`src/rtl/start_token_fifo_srl_if.sv`:
```
// ---------------------------------------------------------------------------
// start_token_fifo_srl_if
//
// Handshake bundle between a start-token FIFO and its neighbours.
// Producer side: if_write / if_write_ce / if_din, back-pressured by if_full_n.
// Consumer side: if_read / if_read_ce, fed by if_empty_n / if_dout (show-ahead)
// plus the registered occupancy if_num_data_valid.
//
// Modports:
//   slave  - the FIFO itself (drives flags, head word and occupancy)
//   master - the surrounding logic (drives requests, enables and write data)
// ---------------------------------------------------------------------------
interface start_token_fifo_srl_if #(
  parameter int DATA_WIDTH = 1,
  parameter int ADDR_WIDTH = 1
);

  // Producer side
  logic                  if_full_n;
  logic                  if_write_ce;
  logic                  if_write;
  logic [DATA_WIDTH-1:0] if_din;

  // Consumer side
  logic                  if_empty_n;
  logic                  if_read_ce;
  logic                  if_read;
  logic [DATA_WIDTH-1:0] if_dout;
  logic [ADDR_WIDTH:0]   if_num_data_valid;

  modport slave (
    output if_full_n,
    input  if_write_ce,
    input  if_write,
    input  if_din,
    output if_empty_n,
    input  if_read_ce,
    input  if_read,
    output if_dout,
    output if_num_data_valid
  );

  modport master (
    input  if_full_n,
    output if_write_ce,
    output if_write,
    output if_din,
    input  if_empty_n,
    output if_read_ce,
    output if_read,
    input  if_dout,
    input  if_num_data_valid
  );

endinterface : start_token_fifo_srl_if

```
`src/rtl/start_token_fifo_srl.sv`:
```
// ---------------------------------------------------------------------------
// start_token_fifo_srl
//
// Show-ahead FIFO built on an SRL-style shift register. Every accepted write
// shifts the whole array by one entry and inserts the new word at entry 0, so
// the oldest word sits at entry (count-1). A registered read address tracks
// that entry and drives the head word combinationally onto if_dout.
//
// Ports:
//   ap_clk   - single clock, all state changes on the rising edge
//   ap_rst_n - synchronous active-low reset
//   fifo     - start_token_fifo_srl_if.slave handshake bundle
//                if_full_n / if_empty_n / if_num_data_valid are registered,
//                so no combinational path exists from the requests to them.
//
// Parameters:
//   DATA_WIDTH - width of each stored word
//   ADDR_WIDTH - read-address width, 2**ADDR_WIDTH must be >= DEPTH
//   DEPTH      - number of entries, at least 2
// ---------------------------------------------------------------------------
module start_token_fifo_srl #(
  parameter int DATA_WIDTH = 1,
  parameter int ADDR_WIDTH = 1,
  parameter int DEPTH      = 2
) (
  input  logic                          ap_clk,
  input  logic                          ap_rst_n,
  start_token_fifo_srl_if.slave         fifo
);

  localparam logic [ADDR_WIDTH:0] DEPTH_CNT = (ADDR_WIDTH+1)'(DEPTH);

  // Elaboration-time guard on the parameter contract.
  if (DEPTH < 2 || (2 ** ADDR_WIDTH) < DEPTH) begin : g_bad_params
    $error("start_token_fifo_srl: need DEPTH >= 2 and 2**ADDR_WIDTH >= DEPTH");
  end

  // -------------------------------------------------------------------------
  // State
  // -------------------------------------------------------------------------
  logic [DATA_WIDTH-1:0] mem [DEPTH];
  logic [ADDR_WIDTH:0]   count;
  logic [ADDR_WIDTH:0]   count_next;
  logic [ADDR_WIDTH-1:0] addr;
  logic [ADDR_WIDTH-1:0] addr_next;
  logic                  full_n;
  logic                  empty_n;

  logic push;
  logic pop;

  // Requests are qualified by the registered flags, so a write while full or a
  // read while empty is silently dropped.
  assign push = fifo.if_write & fifo.if_write_ce & full_n;
  assign pop  = fifo.if_read  & fifo.if_read_ce  & empty_n;

  // -------------------------------------------------------------------------
  // Storage: plain shift register with a single enable (push).
  // -------------------------------------------------------------------------
  // NOTE: the storage array carries no reset on purpose; adding one would stop
  // it mapping onto shift-register primitives. Its contents are only observed
  // through if_dout, which is don't-care while the FIFO is empty.
  always_ff @(posedge ap_clk) begin
    if (push) begin
      mem[0] <= fifo.if_din;
      for (int i = 1; i < DEPTH; i++) begin
        mem[i] <= mem[i-1];
      end
    end
  end

  // -------------------------------------------------------------------------
  // Occupancy and read-address update
  // -------------------------------------------------------------------------
  // NOTE: every signal written here gets a default first, so no path through
  // the case statement can leave it unassigned and infer a latch.
  always_comb begin
    count_next = count;
    addr_next  = addr;
    unique case ({push, pop})
      2'b10: begin
        count_next = count + 1'b1;
        // Before the shift the oldest word was at count-1; after it, at count.
        // A push into an empty FIFO lands at entry 0, where addr already is.
        if (count != '0) begin
          addr_next = count[ADDR_WIDTH-1:0];
        end
      end
      2'b01: begin
        count_next = count - 1'b1;
        // The head moves one entry towards 0; the last remaining word pops
        // back to an empty FIFO with addr parked at 0.
        if (count_next != '0) begin
          addr_next = addr - 1'b1;
        end
      end
      // Push and pop together: the shift moves the next-oldest word into the
      // slot addr already points at, so both count and addr hold.
      default: begin
      end
    endcase
  end

  // NOTE: sequential state uses non-blocking assignments so all registers
  // update from the same pre-edge values, independent of statement order.
  always_ff @(posedge ap_clk) begin
    if (!ap_rst_n) begin
      count   <= '0;
      addr    <= '0;
      full_n  <= 1'b1;
      empty_n <= 1'b0;
    end else begin
      count   <= count_next;
      addr    <= addr_next;
      full_n  <= (count_next != DEPTH_CNT);
      empty_n <= (count_next != '0);
    end
  end

  // -------------------------------------------------------------------------
  // Outputs
  // -------------------------------------------------------------------------
  assign fifo.if_full_n         = full_n;
  assign fifo.if_empty_n        = empty_n;
  assign fifo.if_num_data_valid = count;
  assign fifo.if_dout           = mem[addr];

endmodule : start_token_fifo_srl

```
`src/flat_wrapper.sv`:
```
// flat-port wrapper written by rule: the top's interface ports become plain ports
module start_token_fifo_srl_flat 
#(
  parameter int DATA_WIDTH = 1,
  parameter int ADDR_WIDTH = 1,
  parameter int DEPTH      = 2
)
  (ap_clk, ap_rst_n, fifo_if_full_n, fifo_if_write_ce, fifo_if_write, fifo_if_din, fifo_if_empty_n, fifo_if_read_ce, fifo_if_read, fifo_if_dout, fifo_if_num_data_valid);
  start_token_fifo_srl_if #(.DATA_WIDTH(DATA_WIDTH), .ADDR_WIDTH(ADDR_WIDTH)) fifo_i ();
  input  logic ap_clk;
  input  logic ap_rst_n;
  output wire logic [$bits(fifo_i.if_full_n)-1:0] fifo_if_full_n;
  input wire logic [$bits(fifo_i.if_write_ce)-1:0] fifo_if_write_ce;
  input wire logic [$bits(fifo_i.if_write)-1:0] fifo_if_write;
  input wire logic [$bits(fifo_i.if_din)-1:0] fifo_if_din;
  output wire logic [$bits(fifo_i.if_empty_n)-1:0] fifo_if_empty_n;
  input wire logic [$bits(fifo_i.if_read_ce)-1:0] fifo_if_read_ce;
  input wire logic [$bits(fifo_i.if_read)-1:0] fifo_if_read;
  output wire logic [$bits(fifo_i.if_dout)-1:0] fifo_if_dout;
  output wire logic [$bits(fifo_i.if_num_data_valid)-1:0] fifo_if_num_data_valid;
  assign fifo_if_full_n = fifo_i.if_full_n;
  assign fifo_i.if_write_ce = fifo_if_write_ce;
  assign fifo_i.if_write = fifo_if_write;
  assign fifo_i.if_din = fifo_if_din;
  assign fifo_if_empty_n = fifo_i.if_empty_n;
  assign fifo_i.if_read_ce = fifo_if_read_ce;
  assign fifo_i.if_read = fifo_if_read;
  assign fifo_if_dout = fifo_i.if_dout;
  assign fifo_if_num_data_valid = fifo_i.if_num_data_valid;
  start_token_fifo_srl #(.DATA_WIDTH(DATA_WIDTH), .ADDR_WIDTH(ADDR_WIDTH), .DEPTH(DEPTH)) u_core (.ap_clk(ap_clk), .ap_rst_n(ap_rst_n), .fifo(fifo_i));
endmodule
```
`config.mk`:
```
export PLATFORM = sky130hd
export DESIGN_NAME = start_token_fifo_srl_flat
export DESIGN_NICKNAME = d
export VERILOG_FILES = /design/src/rtl/start_token_fifo_srl_if.sv /design/src/rtl/start_token_fifo_srl.sv /design/src/flat_wrapper.sv
export SDC_FILE = /design/constraint.sdc
export NUM_CORES = 1
export LEC_CHECK = 0
export BUFFER_PORTS_ARGS = -buffer_cell sky130_fd_sc_hd__buf_2
export CORE_AREA = 2 2 39 41
export CTS_BUF_LIST = sky130_fd_sc_hd__clkbuf_2 sky130_fd_sc_hd__clkbuf_4 sky130_fd_sc_hd__clkbuf_8
export CTS_CLUSTER_DIAMETER = 40
export DETAILED_ROUTE_END_ITERATION = 8
export DIE_AREA = 0 0 41 43
export PLACE_DENSITY_LB_ADDON = 0.1
export SYNTH_ARGS = -nofsm -noshare
export SYNTH_HDL_FRONTEND = slang
export SYNTH_SLANG_ARGS = --single-unit
export TNS_END_PERCENT = 5
```
`constraint.sdc`:
```
create_clock -name ap_clk -period 3.6 [get_ports ap_clk]
set_input_delay 0.36 -clock ap_clk [delete_from_list [all_inputs] [get_ports ap_clk]]
set_output_delay 0.36 -clock ap_clk [all_outputs]
set_load 0.05 [all_outputs]
```
==> flow_metrics.py, run 1 <==
metrics = {
    "run_status": {
        "status": "complete, no violations",
    },
    "final_layout": {
        "fin_area_um2": 513,
        "drive_above_1_share": 0.358,
        "final_util": 0.371,
        "fin_cells": 69,
        "fin_nets": 65,
        "area_growth_pct": 25.8,
        "num_antenna_cells": 0,
    },
    "clock_network": {
        "cts_made_buffers": 3,
        "clk_latency_ps": 260,
        "clock_tree.root_cell": "clkbuf_4",
        "cts_resized": 0,
        "cts_max_path_buffers": 2,
        "holdBufCountCts": 0,
        "htree_levels": 1,
        "postCtsSetupBuffers": 0,
        "clk_pin_slew_worst_paths_ps": 60,
        "tritoncts": "built",
        "numClockSinks": 8,
    },
    "global_route": {
        "grt_overflow": 0,
        "first_global_vias": 304,
        "grt_first_pass_wirelength_mm": 1.23,
        "antenna_found_initial": 0,
        "grt_max_degree": 7,
        "gr-usage-all-layers": 0.107,
    },
    "die": {
        "initial_core_util": 0.295,
        "die_w_um": 41,
        "fp.dieH_um": 43,
        "ioPinCount": 12,
        "rows": 14,
        "core_area_um2": 1380,
        "dieArea_um2": 1760,
    },
    "placement": {
        "placed_cells": 65,
        "portBuffers": 11,
        "gp_congestion": 0.730,
        "post-place-ws_ps": 1910,
        "dp_hpwl_um": 560,
        "placed_cell_area_um2": 483,
    },
    "setup_path": {
        "r2r_slack_ps": 2000,
        "critPathBufInv": 1,
        "critical_path_required_ps": 3760,
        "r2r_end": "u_core.fifo.if_empty_n$_SDFF_PN0_",
        "reg2reg_from": "u_core.fifo.if_num_data_valid[0]$_SDFF_PN0_",
        "cp.depth": 5,
        "crit_fanout": 6,
        "end_kind": "flop",
        "cp_slowest_stage_delay_ps": 410,
        "critPathTopFamily": "flip-flops",
        "arrival_ps": 1750,
        "criticalPathCategory": "flop to flop",
        "reg2reg_depth": 5,
        "worst_setup_path_start_kind": "flop",
        "path_cells": "inv_1, ha_1, mux2_4, o211ai_2, a21bo_1",
        "slowest_stage": "dfxtp_1",
    },
    "synth": {
        "synth_cell_types": 18,
        "synthTopCellsByCount": "dfxtp_1 (6), inv_1 (6), ha_1 (4)",
        "synthesis.nets": 49,
        "synthArstFlopShare": 0,
        "ys_seq_elements": 8,
        "netlist.area_leader.share": 0.294,
        "synth_edf_count": 2,
        "yosys_warnings": 0,
        "ys_seq_area_frac": 0.442,
        "syn_avg_cell_area_um2": 10.7,
        "yosys_most_used_dff": "dfxtp_1",
        "synth_cells": 38,
        "synthTopCellsByArea": "dfxtp_1 (29%), edfxtp_1 (15%), ha_1 (12%)",
        "synth_area_um2": 408,
        "yosysTopAreaCell": "dfxtp_1",
    },
    "route": {
        "routed_via_density": 4.52,
        "wl_um": 705,
        "drt_iter0_drc": 1,
        "antenna_left": 0,
        "first_pass_iters": 2,
        "drc": 0,
        "wl_per_cell_um": 10.2,
        "num_vias": 312,
    },
    "run": {
        "max_cap_viol_count": 0,
    },
    "timing": {
        "layout_min_cycle_time_ps": 1600,
        "finalSetupViolCount": 0,
        "worst_pin_slew_ps": 410,
        "fin_skew_ps": 2.80,
        "fin_crit_sh": 0.443,
        "fmax_mhz": 626,
        "maxSlewHeadroom": 0.723,
        "hold_viol_final": 0,
        "rsz0062_at_grt": "no",
        "timing.final.max_slew_violations": 0,
        "tns_ps": 0,
        "setup_slack_ps": 2000,
    },
    "hold_path": {
        "holdCritStartpoint": "fifo_if_din",
        "hold_path.class": "primary input to flop",
        "whs_endpoint": "u_core.mem[0]$_DFFE_PP_",
        "whs_path_depth": 1,
    },
    "power_and_ir_drop": {
        "p_leak_uw": 0.000259,
        "power_density_nw_per_um2": 496,
        "ir_worst_vdd_mv": 0.224,
    },
}
==> final cells by class <==
class	count	area (um^2)
Clock buffer	4	30.0
Inverter	6	22.5
Multi-Input combinational cell	24	205
Timing Repair Buffer	11	55.1
Fill cell	149	871
Tap cell	16	20.0
Sequential cell	8	180
==> worst max path at each step <==
stage	to	slack, ps	start
6_report	u_core.fifo.if_empty_n$_SDFF_PN0_	2000	u_core.fifo.if_num_data_valid[0]$_SDFF_PN0_
5_1_grt	u_core.fifo.if_empty_n$_SDFF_PN0_	1910	u_core.fifo.if_num_data_valid[0]$_SDFF_PN0_
4_1_cts	u_core.fifo.if_empty_n$_SDFF_PN0_	1990	u_core.fifo.if_num_data_valid[0]$_SDFF_PN0_
3_5_place_dp	u_core.fifo.if_empty_n$_SDFF_PN0_	1910	fifo_if_write
3_3_place_gp	u_core.fifo.if_empty_n$_SDFF_PN0_	1930	fifo_if_write
2_1_floorplan	u_core.fifo.if_empty_n$_SDFF_PN0_	1750	u_core.fifo.if_num_data_valid[0]$_SDFF_PN0_
==> routing by layer <==
layer / up-vias / share of wire / track usage
met4: 0 / 0.038 / 0.100
li1: 160 / - / -
met5: - / 0 / 0
met1: 141 / 0.40 / 0.133
met3: 4 / 0.040 / 0.0314
met2: 7 / 0.52 / 0.138
==> worst register-to-register path, delay by kind of cell (launching register included) <==
kind / cells / cell delay (ps)
buf+inv: 1 / 70
fa+ha+maj: 1 / 310
compound gates: 2 / 390
mux: 1 / 310
flops: 1 / 410
==> cells in the final DEF (no fill, tap or decap) <==
master	n
o211ai_2	1
and3_1	1
or2_1	2
edfxtp_1	2
dfxtp_1	6
ha_1	4
buf_2	11
a21bo_1	2
a211oi_1	2
mux2_4	2
a21oi_1	2
nor2_1	1
nand2b_1	1
nand2_1	2
clkbuf_4	4
o41ai_1	1
inv_1	6
nand3_1	1
mux2_2	1
and2_1	1
==> stage by stage <==
stage,hold slack (ps),power (uW)
finish,269,254
global route,267,269
CTS,266,259
detailed placement,449,173
global placement,434,171
floorplan,422,158
==> cells by family after synthesis <==
group / Yosys count / synth area share
compound gates: 8 / 0.163
fa+ha+maj: 4 / 0.123
buf+inv: 6 / 0.0552
flops: 8 / 0.442
mux: 3 / 0.101
simple gates: 9 / 0.117
==> where the power goes <==
part           total, uW  switching, uW  leakage [uW]  internal (uW)
combinational       64.4           40.3      0.000173           24.0
clock               84.8           34.6     0.0000184           50.2
sequential           105           4.41     0.0000680            101
total                254           79.3      0.000259            175
Note: power is estimated with default switching activity, not from simulation.
==> run 2: changes to the inputs <==
- clock period: 3.6 -> 1.5 ns (I/O delays scaled with it)
==> flow_metrics.py, run 2 (synthesis gave the netlist of run 1 again) <==
metrics = {
    "run_status": {
        "status": "complete, no violations",
    },
    "power_and_ir_drop": {
        "power_density_nw_per_um2": 1070,
        "ir_worst_vdd_mv": 0.452,
        "p_leak_uw": 0.000279,
    },
    "route": {
        "drc": 0,
        "first_pass_iters": 4,
        "wl_um": 755,
        "routed_via_density": 4.47,
        "antenna_left": 0,
        "drt_iter0_drc": 2,
        "wl_per_cell_um": 10.3,
        "num_vias": 326,
    },
    "final_layout": {
        "final_common_cell": "buf_2",
        "num_antenna_cells": 0,
        "drive_above_1_share": 0.596,
        "area_growth_pct": 44.8,
        "fin_nets": 69,
        "final_cell_mix": "buf_2 (11), clkbuf_4 (4), buf_4 (4), dfxtp_4 (4)",
        "fill_cells": 135,
        "fin_cells": 73,
    },
    "setup_path": {
        "cp_slowest_stage_delay_ps": 340,
        "slowest_stage": "dfxtp_4",
        "path_cells": "and3_4, inv_2, ha_4, mux2_4, o211ai_2, a21bo_1",
        "criticalPathCategory": "flop to flop",
        "crit_fanout": 5,
        "arrival_ps": 1630,
        "critPathBufInv": 1,
        "critical_path_required_ps": 1650,
        "worst_setup_path_start_kind": "flop",
        "end_kind": "flop",
        "critPathTopFamily": "compound AO/OA/AOI/OAI gates",
        "reg2reg_depth": 6,
        "cp.depth": 6,
    },
    "placement": {
        "placed_cells": 69,
        "dp_hpwl_um": 587,
        "post-place-ws_ps": 11.4,
        "gp_congestion": 0.764,
        "portBuffers": 11,
    },
    "global_route": {
        "first_global_vias": 316,
        "global_route.peak_usage_layer": "met2",
        "grt_first_pass_wirelength_mm": 1.20,
        "antenna_found_initial": 0,
        "gr-usage-all-layers": 0.108,
        "grt_max_degree": 6,
        "met2_usage": 0.138,
        "grt.met1_usage": 0.126,
        "grt_overflow": 0,
        "grt_util_met3": 0.0471,
    },
    "die": {
        "rows": 14,
        "initial_core_util": 0.295,
        "core_area_um2": 1380,
        "fp.dieH_um": 43,
        "die_w_um": 41,
        "dieArea_um2": 1760,
        "ioPinCount": 12,
    },
    "clock_network": {
        "htree_levels": 1,
        "tritoncts": "built",
        "cts_made_buffers": 3,
        "postCtsSetupBuffers": 0,
        "numClockSinks": 8,
        "clk_latency_ps": 260,
        "clock_tree.root_cell": "clkbuf_4",
        "clk_pin_slew_worst_paths_ps": 60,
        "cts_max_path_buffers": 2,
        "holdBufCountCts": 0,
    },
    "timing": {
        "fin_crit_sh": 0.982,
        "worst_pin_slew_ps": 405,
        "timing.final.max_slew_violations": 0,
        "setup_slack_ps": 26.7,
        "rsz0062_at_grt": "yes",
        "fin_skew_ps": 9.33,
        "maxSlewHeadroom": 0.727,
        "fmax_mhz": 679,
        "finalSetupViolCount": 0,
        "layout_min_cycle_time_ps": 1470,
        "hold_viol_final": 0,
    },
    "run": {
        "max_cap_viol_count": 0,
    },
    "hold_path": {
        "hold_path.class": "primary input to flop",
        "whs_path_depth": 1,
    },
}
## run 2: through the flow
| stage | TNS (ps) | hold slack, ps | cell area, um^2 | util | total power [uW] |
|---|---|---|---|---|---|
| final | 0 | 74.7 | 591 | 0.427 | 631 |
| after global routing | -41.0 | 63.9 | 591 | 0.427 | 669 |
| after floorplan | -109 | 249 | 430 | - | 383 |
| after CTS | 0 | 60.2 | 568 | 0.410 | 632 |
| after detailed placement | 0 | 328 | 536 | 0.387 | 428 |
| after global placement | 0 | 327 | 536 | 0.387 | 426 |
## run 2: cell type report
type | instances | area [um^2] | area share
inverter | 6 | 22.5 | 0.0381
multi-input combinational | 24 | 238 | 0.403
clock buffer | 4 | 30.0 | 0.0508
timing repair buffer | 15 | 85.1 | 0.144
sequential | 8 | 195 | 0.331
tap | 16 | 20.0 | 0.0339
## run 2: report_power, final
| group | switching (uW) | total (uW) | leakage, uW | internal [uW] |
|---|---|---|---|---|
| sequential | 10.1 | 253 | 0.0000701 | 243 |
| clock | 76.0 | 196 | 0.0000184 | 120 |
| combinational | 106 | 182 | 0.000190 | 75.8 |
| total | 192 | 631 | 0.000279 | 439 |
## run 2: final timing paths
| path | startpoint | endpoint | slack (ps) |
|---|---|---|---|
| worst max-delay path | u_core.fifo.if_empty_n$_SDFF_PN0_ | u_core.fifo.if_empty_n$_SDFF_PN0_ | 30 |
| worst min-delay path | fifo_if_din | u_core.mem[0]$_DFFE_PP_ | 70 |
| worst min register to register | u_core.mem[0]$_DFFE_PP_ | u_core.mem[1]$_DFFE_PP_ | 450 |
| worst max register to register | u_core.fifo.if_empty_n$_SDFF_PN0_ | u_core.fifo.if_empty_n$_SDFF_PN0_ | 30 |
## run 2: per-layer routing
metal / up-vias / part of all wire
met5: - / 0
met4: 0 / 0
met3: 0 / 0.077
met2: 13 / 0.46
met1: 146 / 0.46
li1: 167 / -
## run 2: timing repair
item	4_1_cts	5_1_grt
pin swaps	0	4
resized for setup	1	4
hold endpoints to repair	0	0
setup endpoints to repair	1	3
## run 2: worst register-to-register path: cells and delay by family, from the launching register on
family | cells | cell delay (ps)
flip-flops | 1 | 340
AND/OR/NAND/NOR | 1 | 180
adder cells (fa/ha/maj) | 1 | 160
multiplexers | 1 | 260
AO/OA/AOI/OAI | 2 | 390
buffers and inverters | 1 | 40
==> run 3: changes to the inputs <==
- ABC_AREA: default -> 1
- RECOVER_POWER: default -> 25
==> flow_metrics.py, run 3 <==
metrics = {
    "die": {
        "fp.dieH_um": 43,
        "ioPinCount": 12,
        "dieArea_um2": 1760,
        "rows": 14,
        "initial_core_util": 0.277,
        "core_area_um2": 1380,
        "die_w_um": 41,
    },
    "global_route": {
        "antenna_found_initial": 0,
        "first_global_vias": 311,
        "gr-usage-all-layers": 0.0998,
        "grt_overflow": 0,
        "grt_max_degree": 7,
        "grt_first_pass_wirelength_mm": 1.15,
    },
    "clock_network": {
        "numClockSinks": 8,
        "cts_resized": 0,
        "holdBufCountCts": 0,
        "cts_made_buffers": 3,
        "clock_tree.root_cell": "clkbuf_4",
        "htree_levels": 1,
        "tritoncts": "built",
        "postCtsSetupBuffers": 0,
        "cts_max_path_buffers": 2,
        "clk_latency_ps": 250,
        "clk_pin_slew_worst_paths_ps": 50,
    },
    "synth": {
        "synth_cell_types": 12,
        "yosys_most_used_dff": "dfxtp_1",
        "synthTopCellsByCount": "nand2_1 (12), inv_1 (8), nor2_1 (8), dfxtp_1 (6), ha_1 (4)",
        "yosys_warnings": 0,
        "synthesis.nets": 58,
        "ys_seq_elements": 8,
        "synth_most_common_cell": "nand2_1",
        "syn_avg_cell_area_um2": 8.15,
        "synth_area_um2": 383,
        "yosysTopAreaCell": "dfxtp_1",
        "synth_cells": 47,
        "synthTopCellsByArea": "dfxtp_1 (31%), edfxtp_1 (16%), ha_1 (13%)",
        "synthArstFlopShare": 0,
        "synth_edf_count": 2,
        "netlist.area_leader.share": 0.314,
        "ys_seq_area_frac": 0.471,
    },
    "power_and_ir_drop": {
        "swShare": 0.306,
        "p_leak_uw": 0.000269,
        "sequentialPowerShare": 0.433,
        "power_frac_comb": 0.248,
        "power_density_nw_per_um2": 1200,
        "internal-power_uw": 408,
        "p_switching_uw": 180,
        "ir_worst_vdd_mv": 0.532,
        "clkPwrFrac": 0.319,
    },
    "timing": {
        "hold_viol_final": 0,
        "fmax_mhz": 787,
        "worst_pin_slew_ps": 248,
        "fin_skew_ps": 5.49,
        "maxSlewHeadroom": 0.836,
        "finalSetupViolCount": 0,
        "layout_min_cycle_time_ps": 1270,
        "timing.final.max_slew_violations": 0,
        "fin_crit_sh": 0.847,
        "tns_ps": 0,
        "rsz0062_at_grt": "no",
    },
    "hold_path": {
        "hold_path.class": "primary input to flop",
    },
    "final_layout": {
        "seq_area_um2": 183,
        "fin_nets": 74,
        "multiInputGateArea_um2": 173,
        "drive_above_1_share": 0.290,
        "area_growth_pct": 28.1,
        "num_antenna_cells": 0,
        "final_common_cell": "nand2_1",
        "fin_cells": 78,
        "final_cell_mix": "nand2_1 (12), buf_2 (11), inv_1 (8), nor2_1 (8)",
        "fill_cells": 159,
    },
    "setup_path": {
        "worst_setup_path_start_kind": "flop",
        "slowest_stage": "dfxtp_2",
        "criticalPathCategory": "flop to flop",
        "path_cells": "nand3_1, inv_1, ha_1, a21boi_0, nand4_1",
        "arrival_ps": 1390,
        "end_kind": "flop",
        "critical_path_required_ps": 1620,
        "crit_fanout": 4,
        "r2r_slack_ps": 230,
        "cp_slowest_stage_delay_ps": 310,
    },
    "route": {
        "drc": 0,
        "wl_per_cell_um": 8.27,
        "antenna_left": 0,
        "first_pass_iters": 2,
        "routed_via_density": 4.14,
        "num_vias": 323,
        "drt_iter0_drc": 2,
        "wl_um": 645,
    },
    "placement": {
        "dp_hpwl_um": 553,
        "portBuffers": 11,
        "gp_congestion": 0.703,
        "placed_cells": 74,
    },
    "run": {
        "max_cap_viol_count": 0,
    },
    "run_status": {
        "status": "complete, no violations",
    },
}
==> run 3: cell count changes after synthesis, moves of 2 or more <==
cell      change
nor2_1        +7
mux2_4        -2
or2_1         -2
a21bo_1       -2
a211oi_1      -2
nand2_1      +10
a21oi_1       -2
inv_1         +2
==> run 3: final cells by class <==
| type | count | area share |
|---|---|---|
| Sequential cell | 8 | 0.372 |
| Multi-Input combinational cell | 31 | 0.352 |
| Timing Repair Buffer | 11 | 0.112 |
| Clock buffer | 4 | 0.0612 |
| Inverter | 8 | 0.0612 |
| Tap cell | 16 | 0.0408 |
==> run 3: power groups by stage <==
stage	combinational (uW)	clock [uW]	sequential, uW
after floorplan	70.8	0	302
after global placement	148	0	260
after detailed placement	148	0	260
after CTS	148	198	255
after global routing	163	211	258
final	146	188	255
==> run 3: routing by layer <==
layer  up-vias  track usage  wire length, um
met4         0       0.0200                0
met5         -            0                0
met2         5        0.156              346
met3         0       0.0785               39
li1        177            -                -
met1       141        0.101              259
==> run 3: kinds of logic (layout without fill, tap and decap cells) <==
logic type | after synthesis | in the layout | share of synthesized area
simple gates | 23 | 23 | 0.239
flops | 8 | 8 | 0.471
buf+inv | 8 | 23 | 0.0784
fa+ha+maj | 4 | 4 | 0.131
compound gates | 3 | 3 | 0.0523
mux | 1 | 1 | 0.0294
==> run 3: worst paths after layout <==
| kind | start | endpoint | cells after the start |
|---|---|---|---|
| hold / removal | fifo_if_din | u_core.mem[0]$_DFFE_PP_ | 1 |
| setup reg to reg | u_core.fifo.if_empty_n$_SDFF_PN0_ | u_core.fifo.if_full_n$_SDFF_PN1_ | 5 |
| hold reg to reg | u_core.mem[0]$_DFFE_PP_ | u_core.mem[1]$_DFFE_PP_ | 0 |
| setup / recovery | u_core.fifo.if_empty_n$_SDFF_PN0_ | u_core.fifo.if_full_n$_SDFF_PN1_ | 5 |
==> run 3: metrics by stage <==
stage	area [um^2]	setup slack, ps	power [uW]	hold slack (ps)	util
floorplan	387	23.5	373	249	-
global placement	462	202	408	327	0.334
detailed placement	462	210	408	332	0.334
CTS	492	200	601	67.2	0.355
global route	490	59.3	632	62.4	0.354
finish	490	229	588	74.1	0.354
==> run 3: worst max-delay path, delay by kind of cell, from the launching register on <==
kind                       cells  cell delay, ps
buffers and inverters          1              50
and+or+nand+nor                2             230
DFF                            1             310
AOI/OAI and AO/OA              1             240
adders and majority gates      1             310
